[src/rtl/stopwatch_pkg.sv]
// Shared constants for the stopwatch control slice: FSM state encodings and
// default clock/counter sizing.
package stopwatch_pkg;

  localparam logic [1:0] ST_IDLE  = 2'd0;
  localparam logic [1:0] ST_RUN   = 2'd1;
  localparam logic [1:0] ST_PAUSE = 2'd2;
  localparam logic [1:0] ST_LAP   = 2'd3;

  localparam int CLK_HZ_DEF = 100_000_000;
  localparam int SEC_W_DEF  = 13;

endpackage

[src/rtl/stopwatch_ctrl_btn_edge.sv]
// Button front end: SYNC_STAGES-deep synchroniser followed by a registered
// rising-edge detector producing one single-cycle pulse per press.
module btn_edge #(
  parameter int SYNC_STAGES = 2
) (
  input  logic clk,
  input  logic rst_n,
  input  logic btn,
  output logic pulse
);

  logic [SYNC_STAGES-1:0] sync_q;
  logic                   prev_q;

  // Pulse is registered so it lands SYNC_STAGES+1 cycles after the input rises.
  always_ff @(posedge clk or negedge rst_n) begin
    if (!rst_n) begin
      sync_q <= '0;
      prev_q <= 1'b0;
      pulse  <= 1'b0;
    end else begin
      sync_q <= {sync_q[SYNC_STAGES-2:0], btn};
      prev_q <= sync_q[SYNC_STAGES-1];
      pulse  <= sync_q[SYNC_STAGES-1] & ~prev_q;
    end
  end

endmodule

[src/rtl/stopwatch_ctrl.sv]
// Stopwatch control: button front ends, IDLE/RUN/PAUSE/LAP sequencing, 1 Hz
// prescaler with saturation guard, lap capture and registered display mux.
module stopwatch_ctrl
  import stopwatch_pkg::*;
#(
  parameter int CLK_HZ      = CLK_HZ_DEF,
  parameter int SEC_W       = SEC_W_DEF,
  parameter int SYNC_STAGES = 2
) (
  input  logic             clk,
  input  logic             rst_n,
  input  logic             btn_start_stop,
  input  logic             btn_lap,
  input  logic             btn_clear,
  input  logic [SEC_W-1:0] seconds_live,
  output logic             tick,
  output logic             count_clr,
  output logic [SEC_W-1:0] seconds_disp,
  output logic             running,
  output logic             lap_active,
  output logic [1:0]       state_dbg
);

  localparam int PW = (CLK_HZ > 1) ? $clog2(CLK_HZ) : 1;
  localparam logic [PW-1:0] PS_MAX = PW'(CLK_HZ - 1);

  logic             ss_p, lap_p, clr_p;
  logic             lap_acc, clr_acc;
  logic [1:0]       state, next_state;
  logic             lap_load, clr_fire, counting;
  logic [PW-1:0]    prescaler;
  logic [SEC_W-1:0] lap_reg;

  btn_edge #(.SYNC_STAGES(SYNC_STAGES)) u_ss  (.clk(clk), .rst_n(rst_n), .btn(btn_start_stop), .pulse(ss_p));
  btn_edge #(.SYNC_STAGES(SYNC_STAGES)) u_lap (.clk(clk), .rst_n(rst_n), .btn(btn_lap),        .pulse(lap_p));
  btn_edge #(.SYNC_STAGES(SYNC_STAGES)) u_clr (.clk(clk), .rst_n(rst_n), .btn(btn_clear),      .pulse(clr_p));

  // Coincident pulses: start_stop wins over lap, lap wins over clear.
  assign lap_acc = lap_p & ~ss_p;
  assign clr_acc = clr_p & ~ss_p & ~lap_p;

  always_comb begin
    next_state = state;
    lap_load   = 1'b0;
    clr_fire   = 1'b0;
    case (state)
      ST_IDLE: begin
        if (ss_p)         next_state = ST_RUN;
        else if (clr_acc) clr_fire   = 1'b1;
      end
      ST_RUN: begin
        if (ss_p) next_state = ST_PAUSE;
        else if (lap_acc) begin
          next_state = ST_LAP;
          lap_load   = 1'b1;
        end
      end
      ST_LAP: begin
        if (ss_p)         next_state = ST_PAUSE;
        else if (lap_acc) next_state = ST_RUN;
      end
      ST_PAUSE: begin
        if (ss_p) next_state = ST_RUN;
        else if (clr_acc) begin
          next_state = ST_IDLE;
          clr_fire   = 1'b1;
        end
      end
      default: next_state = ST_IDLE;
    endcase
  end

  assign counting = (state == ST_RUN) || (state == ST_LAP);

  always_ff @(posedge clk or negedge rst_n) begin
    if (!rst_n) begin
      state        <= ST_IDLE;
      prescaler    <= '0;
      lap_reg      <= '0;
      seconds_disp <= '0;
      count_clr    <= 1'b0;
    end else begin
      state     <= next_state;
      count_clr <= clr_fire;
      // Prescaler holds in PAUSE so a resume finishes the interrupted second.
      if (clr_fire)                           prescaler <= '0;
      else if (counting && prescaler == PS_MAX) prescaler <= '0;
      else if (counting)                      prescaler <= prescaler + PW'(1);
      if (lap_load) lap_reg <= seconds_live;
      seconds_disp <= (state == ST_LAP) ? lap_reg : seconds_live;
    end
  end

  // Tick is held off at full scale so the counter saturates instead of wrapping.
  assign tick       = counting && (prescaler == PS_MAX) && (seconds_live != '1);
  assign running    = counting;
  assign lap_active = (state == ST_LAP);
  assign state_dbg  = state;

endmodule

[config.mk]
export PLATFORM = sky130hd
export DESIGN_NAME = stopwatch_ctrl
export DESIGN_NICKNAME = d
export VERILOG_FILES = /design/src/rtl/stopwatch_pkg.sv /design/src/rtl/stopwatch_ctrl_btn_edge.sv /design/src/rtl/stopwatch_ctrl.sv
export SDC_FILE = /design/constraint.sdc
export NUM_CORES = 1
export LEC_CHECK = 0
export BUFFER_PORTS_ARGS = -buffer_cell sky130_fd_sc_hd__clkbuf_2
export CAP_MARGIN = 0
export CORE_ASPECT_RATIO = 1.2
export CORE_MARGIN = 5
export CORE_UTILIZATION = 55
export DETAILED_ROUTE_END_ITERATION = 8
export PLACE_DENSITY = 0.76
export SLEW_MARGIN = 20
export SYNTH_ARGS = -nofsm -noshare
export SYNTH_HDL_FRONTEND = slang
export SYNTH_SLANG_ARGS = --single-unit
[constraint.sdc]
create_clock -name clk -period 3.1 [get_ports clk]
set_clock_uncertainty 0.2 [all_clocks]
set_input_delay 0.155 -clock clk [delete_from_list [all_inputs] [get_ports clk]]
set_output_delay 0.155 -clock clk [all_outputs]
set_load 0.1 [all_outputs]
# ---- Yosys cells after proc, flatten, opt, wreduce, memory -nomap -nowiden
# Index checks and enable logic that the tools add are counted.
dict set report op_classes {
  addsub 1
  eq_ne 9
  mux 18
  bitwise 11
  n_reduce_logical 7
}
# cell n
set op_table {}
lappend op_table {{$mux W27} 3}
lappend op_table {{$add A27 B1 Y27 const B} 1}
lappend op_table {{$eq A27 B27 Y1 const B} 1}
lappend op_table {{$mux W2} 7}
lappend op_table {{$mux W13} 1}
lappend op_table {{$ne A13 B13 Y1 const B} 1}
lappend op_table {{$pmux W2 S4} 1}
lappend op_table {{$and A1 B1 Y1} 6}
lappend op_table {{$mux W1} 6}
lappend op_table {{$ne A3 B2 Y1 const B} 2}
lappend op_table {{$not A1 Y1} 5}
lappend op_table {{$eq A2 B2 Y1 const B} 2}
lappend op_table {{$reduce_and A4 Y1} 1}
lappend op_table {{$ne A3 B1 Y1 const B} 1}
lappend op_table {{$reduce_bool A3 Y1} 1}
lappend op_table {{$eq A2 B1 Y1 const B} 1}
lappend op_table {{$logic_and A1 B1 Y1} 2}
lappend op_table {{$logic_not A2 Y1} 1}
lappend op_table {{$ne A2 B1 Y1 const B} 1}
lappend op_table {{$reduce_or A2 Y1} 1}
lappend op_table {{$logic_or A1 B1 Y1} 1}
dict set report word_totals {
  register_bits 68
  in_bits 18
  output_inout_bits 19
  elab_cells 60
}

# ---- Logic depth before layout (Yosys ltp)
dict set report depth {
  ltp_word 7
  ltp_mapped 8
  mapped_depth_nobuf 6
}

# ---- Hierarchy
# From an unflattened synthesis, not the netlist that was laid out.
dict set report unflattened {
  cells_unflattened 267
  area_unflattened_um2 3069.2
}
# mod instances cells_each area_per_inst_um2 seq_area_each_um2
set modules_own_cells {}
lappend modules_own_cells {stopwatch_ctrl 1 252 2727.6 1401.3}
lappend modules_own_cells {btn_edge 3 5 113.9 100.1}

# ---- Worst setup path before layout
# No wires, ideal clock.
dict set report synth_path {
  path_type {flip-flop to output port}
  start {reg state[0], in the netlist state_dbg[0]}
  end {out tick}
  arrival_time_ns 2.397
  t_required_ns 2.745
  slack_ns 0.348
  path_stages_with_launch 4
  n_path_buf 0
  path_cell_list {dfrtp_1 -> nand4_1 -> nor4_1 -> and4_1}
}
dict set report synth_between {
  elab_chain_len 4
  word_cells_on_any_way 5
  classes_between {eq/ne: 2; reduce/logical: 3}
}
# item line
set synth_lines {}
lappend synth_lines {{from (decl)} stopwatch_ctrl.sv:29} ;# logic [1:0] state, next_state;
lappend synth_lines {{from (signal assigned)} stopwatch_ctrl.sv:83} ;# state <= next_state;
lappend synth_lines {{$eq A2 B1 Y1 / $eq A2 B2 Y1 (equally long branches)} stopwatch_ctrl.sv:73} ;# assign counting = (state == ST_RUN) || (state == ST_LAP);
lappend synth_lines {{$logic_or A1 B1 Y1 *} stopwatch_ctrl.sv:73}
lappend synth_lines {{$logic_and A1 B1 Y1 * (2 in a row)} stopwatch_ctrl.sv:95} ;# assign tick = counting && (prescaler == PS_MAX) && (seconds_live != '1);
lappend synth_lines {{to (decl)} stopwatch_ctrl.sv:16} ;# output logic tick,
# Mark *: on every way between the ends. The rest lies on a longest branch, timed or not.

# ---- Worst setup path after layout
dict set report layout_path {
  start {reg prescaler[0]}
  end {reg prescaler[16]}
}
dict set report layout_between {
  elab_chain_len 4
  word_cells_on_any_way 7
  classes_between {add/sub: 1; eq/ne: 1; mux: 3; reduce/logical: 2}
}
# item line
set layout_lines {}
lappend layout_lines {{from (decl)} stopwatch_ctrl.sv:31} ;# logic [PW-1:0] prescaler;
lappend layout_lines {{from (signal assigned)} stopwatch_ctrl.sv:88} ;# else if (counting) prescaler <= prescaler + PW'(1);
lappend layout_lines {{$add A27 B1 Y27 / $eq A27 B27 Y1 (equally long branches)} {stopwatch_ctrl.sv:88, stopwatch_ctrl.sv:87}}
lappend layout_lines {{$mux W27 / $logic_and A1 B1 Y1 (equally long branches)} {stopwatch_ctrl.sv:88, stopwatch_ctrl.sv:87}}
lappend layout_lines {{$mux W27} stopwatch_ctrl.sv:87} ;# else if (counting && prescaler == PS_MAX) prescaler <= '0;
lappend layout_lines {{$mux W27} stopwatch_ctrl.sv:86} ;# if (clr_fire) prescaler <= '0;
# Parallel ways exist; a longest one is shown, timed or not. The select of a mux whose other input is x is not followed.
# A chain may end at the register's enable or synchronous reset.

==> summary.txt <==
Status
  – Status: completed

Layout
  – Layout Nets: 346
  – Fill cell count: 382
  – FF+latch area: 0.00170 mm2
  – Area growth, synth to finish: 18.6%
  – Share of cells above drive strength 1: 31.0%
  – N_diodes: 0
  – Max reg flops: 27
  – Multi-input gate area: 0.00126 mm2
  – Final core utilization: 68.0%
  – Non-Filler Instances: 394

Clocking
  – Hold-fix buffers at CTS: 17
  – Clk_lat worst skew: 340 ps
  – H-tree depth: 3
  – TritonCTS clock tree: built
  – Clk pin slew, worst setup/hold paths: about 80 ps
  – CTS Buf Count: 9
  – Post-CTS Setup Inserts: 0
  – CTS resizes: 0
  – Clk sink count: 68
  – CTS root buf: clkbuf_8
  – Clock Tree Buf Depth: 2

Detailed routing
  – Vias/cell: 5.91
  – WL final: 6540 um
  – First-iteration detailed-routing DRC count: 188
  – WL per Instance: 16.6 um
  – Routed vias: 2328
  – Number of remaining DRC errors: 0
  – Antenna-violating nets left: 0
  – Drt pass-1 iters: 5

Global routing
  – Largest net degree at the start of global routing: 69
  – GRT Util Overall: 20.2%
  – Initial antenna violation count: 0
  – First-pass GRT wire length: about 12000 um
  – Vias in the first global route: 2399
  – GRT overflow: 0

Critical path
  – Startpoint types: flip-flop
  – Crit-path cells: ha_1 > nand3_2 > nor4_2 > a21boi_2 > buf_4 > a21oi_1 > o21ai_0
  – CP bufs+invs: 1
  – Crit. End Element: flip-flop
  – CP arrival: 2700 ps
  – Crit path depth: 7
  – Worst Path Required: 3140 ps
  – RR Startpoint: prescaler[0]$_DFFE_PN0P_
  – Setup slack, reg-to-reg: 440 ps
  – Slowest CP cell: a21boi_2
  – Reg-to-Reg End: prescaler[16]$_DFFE_PN0P_
  – Crit path capture: prescaler[16]$_DFFE_PN0P_
  – Reg2reg path depth: 7
  – Crit Path Class: reg2reg
  – CP top delay family: compound AO/OA/AOI/OAI gates
  – Crit. Startpoint: prescaler[0]$_DFFE_PN0P_
  – Worst-path fanout max: 23
  – CP max stage delay: 750 ps

Logic synthesis
  – Mapped Cells: 271
  – Yosys top cell by area: dfrtp_1
  – Main flop type after synthesis: dfrtp_1
  – Synth cell count leaders: dfrtp_1, mux2_2, nand2_1
  – Yosys reg bits: 68
  – Post-synth top area share: 55.2%
  – Yosys cell types: 54
  – Top-count cell post-synth: dfrtp_1
  – Synth Area per Inst: about 11 um2
  – Post-synthesis async set-or-reset flop share: 100%
  – Top post-synthesis cells by area: dfrtp_1, mux2_2, a31oi_1, nand2_1, nand3_1
  – Warnings, synthesis: 0
  – Number of synthesized flops with an enable pin: 0
  – Post-synthesis cell area: 0.00308 mm2
  – Post-synthesis sequential area ratio: 55.2%
  – Syn Nets: 290

Floorplanning
  – Row Count: 29
  – Die outline width: 78.3 um
  – Core area: 0.00537 mm2
  – Die Y: 92.0 um
  – I/O Pins: 37
  – Initial core utilization: 57.4%
  – Die area: 0.00721 mm2

Power and ir drop
  – Gate power share: around 43%
  – Switch Pwr: 1560 uW
  – Reg power frac: 37.0%
  – Switching share of power: 47.1%
  – Clock Power Share: 20.4%
  – Pwr Density: 904 mW/mm2
  – Lkg Pwr: 0.00161 uW
  – Peak VDD IR: approximately 1.1 mV
  – Int Pwr: ~1700 uW

STA
  – Fmax: 0.376 GHz
  – Unrepaired setup endpoints after global routing: false
  – Hold Vio Cnt, Final: 0
  – Least-Margin Pin Slew: between 900 and 1000 ps
  – Final period util: 85.8%
  – Slew HR: a little over a third
  – Final slew viol count: 0
  – Final critical-path required period: 2660 ps
  – Final TNS setup: 0 ps
  – Final setup viols: 0

Placed design
  – GP Congestion: approximately 0.82
  – DP Wirelength: 4120 um
  – Number of I/O port buffers: 36
  – Placed cell count: 361

Run
  – Max Cap Viol: 0

Worst hold path
  – Worst hold path class: reg2reg
## kinds of logic after synthesis
kind of cell | share of synthesized area, %
compound gates | 11.9
xor+xnor | 0.284
fa+ha+maj | 0.406
buf+inv | 4.02
flops | 55.2
mux | 9.50
simple gates | 18.7
## worst register-to-register path: stages, from the launching register on
cell	delay, ps
dfrtp_1	410
ha_1	250
nand3_2	210
nor4_2	100
a21boi_2	750
buf_4	320
a21oi_1	80
o21ai_0	250
## cell type report
class | instances | share of cell area [%]
multi-input cells | 180 | 34.6
flip-flops and latches | 68 | 46.6
clock inverters | 6 | 1.34
inverters | 10 | 1.03
well taps | 62 | 2.12
clock buffers | 10 | 3.77
repair buffers | 58 | 10.6
## layout by cell type, fill, tap and decap left out, types with 9 or more instances in the layout
master / synthesis / routed
a21oi_1: 10 / 10
a31oi_1: 18 / 18
mux2_2: 26 / 26
clkbuf_8: 0 / 10
clkbuf_2: 1 / 35
dlygate4sd3_1: 0 / 17
inv_1: 10 / 10
nand3_1: 14 / 14
o21ai_0: 12 / 12
nand2_1: 24 / 24
dfrtp_1: 68 / 68
nand4_1: 9 / 9
## stage by stage
stage                     instance area, um2  worst slack, ps  total power (uW)  hold slack [ps]
final                                   3650              441              3300              151
after global routing                    3650              226              3490              173
after CTS                               3650              448              3320              159
after detailed placement                3300              515              2630             66.4
after global placement                  3300              649              2590             64.2
after floorplan                         3080              348              2390             -341
## layer usage
layer,global-route usage (%),part of all wire (%)
met2,31.1,48
met3,6.67,6.6
met1,27.0,44
met4,6.85,1.5
met5,0,0
## power by group through the flow
stage	registers, uW	logic, uW	clock network [uW]
2_1_floorplan	1770	625	0
3_3_place_gp	1230	1370	0
3_5_place_dp	1240	1390	0
4_1_cts	1220	1410	688
5_1_grt	1250	1490	744
6_report	1220	1410	675
## worst min path at each step
stage	start	to	depth (start not counted)
2_1_floorplan	rst_n	count_clr$_DFF_PN0_	0
3_3_place_gp	btn_start_stop	u_ss.sync_q[0]$_DFF_PN0_	1
3_5_place_dp	btn_start_stop	u_ss.sync_q[0]$_DFF_PN0_	1
4_1_cts	u_ss.sync_q[0]$_DFF_PN0_	u_ss.sync_q[1]$_DFF_PN0_	0
5_1_grt	u_ss.sync_q[0]$_DFF_PN0_	u_ss.sync_q[1]$_DFF_PN0_	0
6_report	u_lap.sync_q[0]$_DFF_PN0_	u_lap.sync_q[1]$_DFF_PN0_	0
Power figures use the tool's default switching activity.
